## src/rtl/sym_sequencer.sv

```systemverilog
// Memory-game sequencer: grows a random symbol sequence one entry per round,
// replays it on the display port, then checks the player's entries against it.
module sym_sequencer #(
    parameter int MAX_LEN     = 16,
    parameter int SHOW_CYCLES = 4,
    parameter int GAP_CYCLES  = 2
) (
    input  logic       clk,
    input  logic       reset,
    input  logic       start,
    input  logic [3:0] rand_num,
    output logic       rand_en,
    input  logic       user_valid,
    input  logic [3:0] user_sym,
    output logic       show_valid,
    output logic [3:0] show_sym,
    output logic       busy,
    output logic [4:0] level,
    output logic       win,
    output logic       lose,
    output logic [2:0] state_dbg
);

    localparam int IW   = (MAX_LEN > 1) ? $clog2(MAX_LEN) : 1;
    localparam int PMAX = (SHOW_CYCLES > GAP_CYCLES) ? SHOW_CYCLES : GAP_CYCLES;
    localparam int PW   = (PMAX > 1) ? $clog2(PMAX) : 1;

    localparam logic [PW-1:0] SHOW_LAST = PW'(SHOW_CYCLES - 1);
    localparam logic [PW-1:0] GAP_LAST  = PW'(GAP_CYCLES - 1);
    localparam logic [4:0]    MAX_LEN_V = 5'(MAX_LEN);

    localparam logic [2:0] IDLE  = 3'd0;
    localparam logic [2:0] ADD   = 3'd1;
    localparam logic [2:0] SHOW  = 3'd2;
    localparam logic [2:0] INPUT = 3'd3;
    localparam logic [2:0] WIN   = 3'd4;
    localparam logic [2:0] LOSE  = 3'd5;

    logic [2:0]    state;
    logic [4:0]    len;
    logic [4:0]    idx;
    logic [PW-1:0] phase;
    logic          in_gap;
    logic [3:0]    mem [MAX_LEN];

    logic       last_idx;
    logic [3:0] cur_sym;

    assign last_idx = (idx == len - 5'd1);
    assign cur_sym  = mem[idx[IW-1:0]];

    always_ff @(posedge clk or posedge reset) begin
        if (reset) begin
            state  <= IDLE;
            len    <= 5'd0;
            idx    <= 5'd0;
            phase  <= '0;
            in_gap <= 1'b0;
        end else begin
            case (state)
                IDLE, WIN, LOSE: begin
                    if (start) begin
                        state <= ADD;
                        len   <= 5'd0;
                    end
                end
                ADD: begin
                    len    <= len + 5'd1;
                    idx    <= 5'd0;
                    phase  <= '0;
                    in_gap <= 1'b0;
                    state  <= SHOW;
                end
                SHOW: begin
                    // Each element: SHOW_CYCLES lit, then GAP_CYCLES blank.
                    if (!in_gap) begin
                        if (phase == SHOW_LAST) begin
                            phase  <= '0;
                            in_gap <= 1'b1;
                        end else begin
                            phase <= phase + 1'b1;
                        end
                    end else if (phase == GAP_LAST) begin
                        phase  <= '0;
                        in_gap <= 1'b0;
                        if (last_idx) begin
                            idx   <= 5'd0;
                            state <= INPUT;
                        end else begin
                            idx <= idx + 5'd1;
                        end
                    end else begin
                        phase <= phase + 1'b1;
                    end
                end
                INPUT: begin
                    if (user_valid) begin
                        if (user_sym != cur_sym) begin
                            state <= LOSE;
                        end else if (!last_idx) begin
                            idx <= idx + 5'd1;
                        end else if (len == MAX_LEN_V) begin
                            state <= WIN;
                        end else begin
                            state <= ADD;
                        end
                    end
                end
                default: state <= IDLE;
            endcase
        end
    end

    // len < MAX_LEN whenever ADD is entered, so the write index stays in range.
    always_ff @(posedge clk) begin
        if (state == ADD) begin
            mem[len[IW-1:0]] <= rand_num;
        end
    end

    assign rand_en    = (state == ADD);
    assign show_valid = (state == SHOW) && !in_gap;
    assign show_sym   = show_valid ? cur_sym : 4'd0;
    assign busy       = (state == ADD) || (state == SHOW) || (state == INPUT);
    assign level      = len;
    assign win        = (state == WIN);
    assign lose       = (state == LOSE);
    assign state_dbg  = state;

endmodule
```

## config.mk

```make
export PLATFORM = sky130hd
export DESIGN_NAME = sym_sequencer
export DESIGN_NICKNAME = d
export VERILOG_FILES = /design/src/rtl/sym_sequencer.sv
export SDC_FILE = /design/constraint.sdc
export NUM_CORES = 1
export LEC_CHECK = 0
export CAP_MARGIN = 20
export CORE_ASPECT_RATIO = 1.5
export CORE_MARGIN = 8
export CORE_UTILIZATION = 60
export CTS_CLUSTER_SIZE = 8
export DETAILED_ROUTE_END_ITERATION = 10
export HOLD_SLACK_MARGIN = 0.06
export PLACE_DENSITY_LB_ADDON = 0.08
export SLEW_MARGIN = 20
export SYNTH_ARGS = -nofsm -noshare
export SYNTH_HDL_FRONTEND = slang
export SYNTH_SLANG_ARGS = --single-unit
```

## constraint.sdc

```tcl
create_clock -name clk -period 6.9 [get_ports clk]
set_input_delay 2.07 -clock clk [delete_from_list [all_inputs] [get_ports clk]]
set_output_delay 2.07 -clock clk [all_outputs]
set_load 0.05 [all_outputs]
```

==> impl_results.rst <==
.. list-table::
   :header-rows: 1

   * - Metric
     - Value
   * - Synth Register Bits
     - 80
   * - Vias
     - about 2400
   * - Synth unique cells
     - 47
   * - Unrepaired setup endpoints after global routing
     - no
   * - Fraction of the cycle the final worst path needs
     - 0.749
   * - Data required time at the worst endpoint
     - 4.83 ns
   * - Buffer cell driving the clock tree root
     - clkbuf_8
   * - Fraction of the yosys area taken by sequential cells
     - 0.602
   * - Relative slew slack
     - 0.481
   * - Hold endpoint
     - phase[1]$_DFFE_PP0P_
   * - Buffers on Ports
     - 28
   * - Worst hold stages
     - 2
   * - Cell types with the largest area share after synthesis
     - edfxtp_1 50%, dfrtp_1 10%, mux2i_1 4.2%, mux4_1 3.4%, and2_1 2.6%
   * - Main combinational cell family by area after synthesis
     - simple AND/OR/NAND/NOR gates
   * - CTS sink cnt
     - 80
   * - Summed negative setup slack over all endpoints
     - 0 ns
   * - Startpoint of the most critical hold path
     - phase[1]$_DFFE_PP0P_
   * - Result of the run
     - complete, no violations
   * - DIE AREA
     - 0.00931 sq mm
   * - Maximum capacitance violations
     - 0
   * - Total number of placement rows
     - 36
   * - Portion of synthesized cell area occupied by the leading cell type
     - 0.498
   * - Buffers from clock root to sink, at most
     - 2
   * - Width of the die
     - just over 80 um
   * - Standby leakage power
     - 0.00150 uW
   * - Net total in the final layout
     - around 340
   * - IO Count
     - 29
   * - Worst hold-check path type
     - reg -> reg
   * - H-Tree Depth
     - 3
   * - Y dimension of the die
     - 114 um
   * - Insertion delay of the later-clocked pin in the worst-skew pair
     - approximately 0.35 ns
   * - Global router's overall resource usage
     - 0.187
   * - Net Count, Synth
     - 314
   * - Max Clock Skew
     - 0.00797 ns
   * - Avg Synthesized Cell Area
     - about 13 sq um
   * - Post-detail-place hpwl
     - 5730 um
   * - Final Critical Period
     - 5.17 ns
   * - Final Worst Setup Slack
     - between 1.5 and 2 ns
   * - DRC Markers
     - 0
   * - Number of buffers created by CTS
     - 9
   * - Count of nets left with antenna violations after detail routing
     - 0
   * - Number of diodes added for antenna fixing
     - 0
   * - Arithmetic-cell share of the synthesized area counting full adders, half adders and majority gates
     - 0.0259
   * - Critical R2R Launch
     - idx[2]$_DFFE_PP0P_
   * - Crit path max fanout
     - 19
   * - Startpoint Class
     - flop
   * - Final hold violations
     - 0
   * - Post-synthesis cell type with the largest combined area
     - edfxtp_1
   * - Compound-gate portion of the synthesized area
     - 0.0970
   * - Clock tree from TritonCTS
     - yes
   * - Worst Max-Slew Pin Slew
     - 0.779 ns
   * - Final Setup Violations
     - 0
   * - Fraction of final layout cells with drive strength greater than 1
     - 0.0776
   * - Pins Over Slew Limit
     - 0
   * - Core Region
     - 0.00635 sq mm
   * - Post-Place Setup Slack
     - a little under 2 ns
   * - Pin count of the biggest net entering global routing
     - 26
   * - Vias per Instance
     - 5.92
   * - Overall power after layout
     - 1530 uW
   * - Mux cell area share after synthesis
     - 0.105
   * - Number of antenna violations at the first check in global routing
     - 0
   * - Logic depth of the worst register-to-register path
     - 7
   * - Wire length of the first global-routing pass
     - 12800 um
   * - Final routed wirelength across all metal layers
     - between 8000 and 9000 um
   * - Setup bufs post-CTS
     - 0
   * - Total global routing overflow
     - 0
   * - Highest achievable clock rate
     - 194 MHz
   * - Post-synthesis instance total
     - around 290
   * - Power Dens Cells
     - 354 mW/mm^2
   * - Terminus of the critical flop-to-flop path
     - idx[0]$_DFFE_PP0P_
   * - Slowest cell delay on critical path
     - 0.85 ns
   * - Slowest cell on the critical path
     - dfrtp_1
   * - Number of hold buffers added after cts
     - 0
   * - VDD IR max
     - 204 uV
   * - Yosys warning count
     - 0
   * - Clock-pin transition on the worst setup and hold timing paths
     - around 0.080 ns
   * - Routed len/inst
     - 20.1 um
   * - Crit Path Category
     - reg -> out
   * - Arrival time of the worst setup path
     - 3.10 ns
   * - 1st-pass router iterations
     - 4
   * - Number of global-route vias before repair
     - roughly 2400
   * - Reg2Reg Setup Slack
     - 3.41 ns
   * - Crit path cell chain
     - mux4_1 -> mux2_2 -> o21ai_2 -> nor2_1 -> clkdlybuf4s50_1
   * - Core Util, Final
     - 0.680
   * - Synth Area in XOR/XNOR
     - 0.0227
   * - Iteration-0 DRC count of the detailed router
     - 123
   * - Synthesized area
     - slightly below 0.004 sq mm
   * - Area growth syn-to-layout
     - 11.9%
   * - Crit end category
     - output port
   * - Placer Congestion
     - between 0.8 and 0.9
   * - Initial Utilization
     - 0.608
   * - Resized cells post-CTS
     - 0
   * - Share of synthesized cell area in and, or, nand and nor gates
     - 0.115
==> state kept, by name (all words and copies together), names as in the netlist <==
register	count
mem	64
in_gap	1
idx	5
level	5
state_dbg	3
phase	2
==> cell usage after synthesis, drive strengths merged <==
| cell type | number |
|---|---|
| a21boi | 2 |
| o21a | 1 |
| nand4 | 4 |
| o2111ai | 1 |
| buf | 8 |
| o21ai | 16 |
| xor2 | 3 |
| nor3b | 1 |
| ha | 8 |
| o2bb2ai | 2 |
| o211ai | 2 |
| a21oi | 10 |
| and3 | 7 |
| nor3 | 5 |
| and2 | 16 |
| nor2 | 14 |
| clkbuf | 8 |
| a211oi | 2 |
| inv | 12 |
| o31ai | 1 |
| dfrtp | 16 |
| or2 | 1 |
| o21bai | 3 |
| a22oi | 8 |
| or3 | 1 |
| mux4 | 9 |
| nand2 | 20 |
| a211o | 1 |
| mux2i | 16 |
| nor4 | 1 |
| xnor2 | 7 |
| nand3b | 1 |
| nand3 | 9 |
| a31o | 2 |
| a2111oi | 1 |
| nand2b | 2 |
| a21o | 1 |
| o311a | 1 |
| mux2 | 2 |
| edfxtp | 64 |
| nor2b | 5 |
==> area by class of cell <==
cell class                 count  area (sq um)
clock buffer                  11           131
clock inverter                 5          33.8
fill                         481          2030
inverter                      12          45.0
multi-input combinational    186          1410
sequential                    80          2320
tap                           76          95.1
timing repair buffer          28           280
==> worst max-delay path by stage <==
stage,from,endpoint,slack (ns),cells past startpoint
after floorplan,state_dbg[2]$_DFFE_PP0P_,show_sym[1],2.62,5
after global placement,idx[3]$_DFFE_PP0P_,show_sym[3],2.04,6
after detailed placement,idx[3]$_DFFE_PP0P_,show_sym[3],1.98,6
after CTS,idx[3]$_DFFE_PP0P_,show_sym[1],1.58,6
after global routing,idx[2]$_DFFE_PP0P_,show_sym[1],1.59,6
final,idx[2]$_DFFE_PP0P_,show_sym[0],1.73,5
==> logic make-up after synthesis <==
logic type	count (synthesis)
fa+ha+maj	8
simple gates	87
flops	80
mux	27
buf+inv	28
compound gates	54
xor+xnor	10
==> stage by stage <==
step                      cell area [sq um]  instances  hold slack [ns]
after global placement                 4150        382            0.517
after global routing                   4320        398            0.589
final                                  4320        398            0.551
after floorplan                        3860        294            0.492
after CTS                              4320        398            0.554
after detailed placement               4150        382            0.535
==> per-layer routing <==
| layer | track usage | vias to the layer above | part of all wire |
|---|---|---|---|
| li1 | - | 1142 | - |
| met1 | 0.211 | 1147 | 0.39 |
| met2 | 0.315 | 58 | 0.55 |
| met3 | 0.0566 | 8 | 0.042 |
| met4 | 0.0766 | 0 | 0.015 |
| met5 | 0 | - | 0 |
==> layout by cell type, fill, tap and decap left out, types with 3 or more instances in the layout <==
master | Yosys | final
edfxtp_1 | 64 | 64
a21oi_1 | 10 | 10
o21ai_0 | 14 | 14
nor3_1 | 5 | 5
nor2_1 | 14 | 14
nand2_1 | 20 | 20
xor2_1 | 3 | 3
dfrtp_1 | 16 | 15
nor2b_1 | 5 | 5
mux4_1 | 5 | 5
clkdlybuf4s50_1 | 0 | 28
nand4_1 | 4 | 4
inv_1 | 12 | 12
and3_1 | 7 | 7
o21bai_1 | 3 | 3
a22oi_1 | 8 | 8
ha_1 | 8 | 8
xnor2_1 | 7 | 7
and2_1 | 16 | 16
mux2i_1 | 16 | 16
nand3_1 | 9 | 9
clkbuf_8 | 0 | 9
mux4_2 | 4 | 4
==> power breakdown <==
| group | leakage (uW) | switching [uW] | total (uW) | internal, uW |
|---|---|---|---|---|
| registers | 0.000787 | 76.1 | 643 | 567 |
| logic | 0.000637 | 381 | 591 | 210 |
| clock network | 0.0000793 | 165 | 295 | 130 |
| total | 0.00150 | 622 | 1530 | 907 |
==> critical path, delay by kind of cell, from the launching register on <==
family	cells	cell delay [ns]
simple gates	1	0.07
buf+inv	1	0.70
flops	1	0.85
compound gates	1	0.15
mux	2	0.97
(Power assumes the default switching activity.)
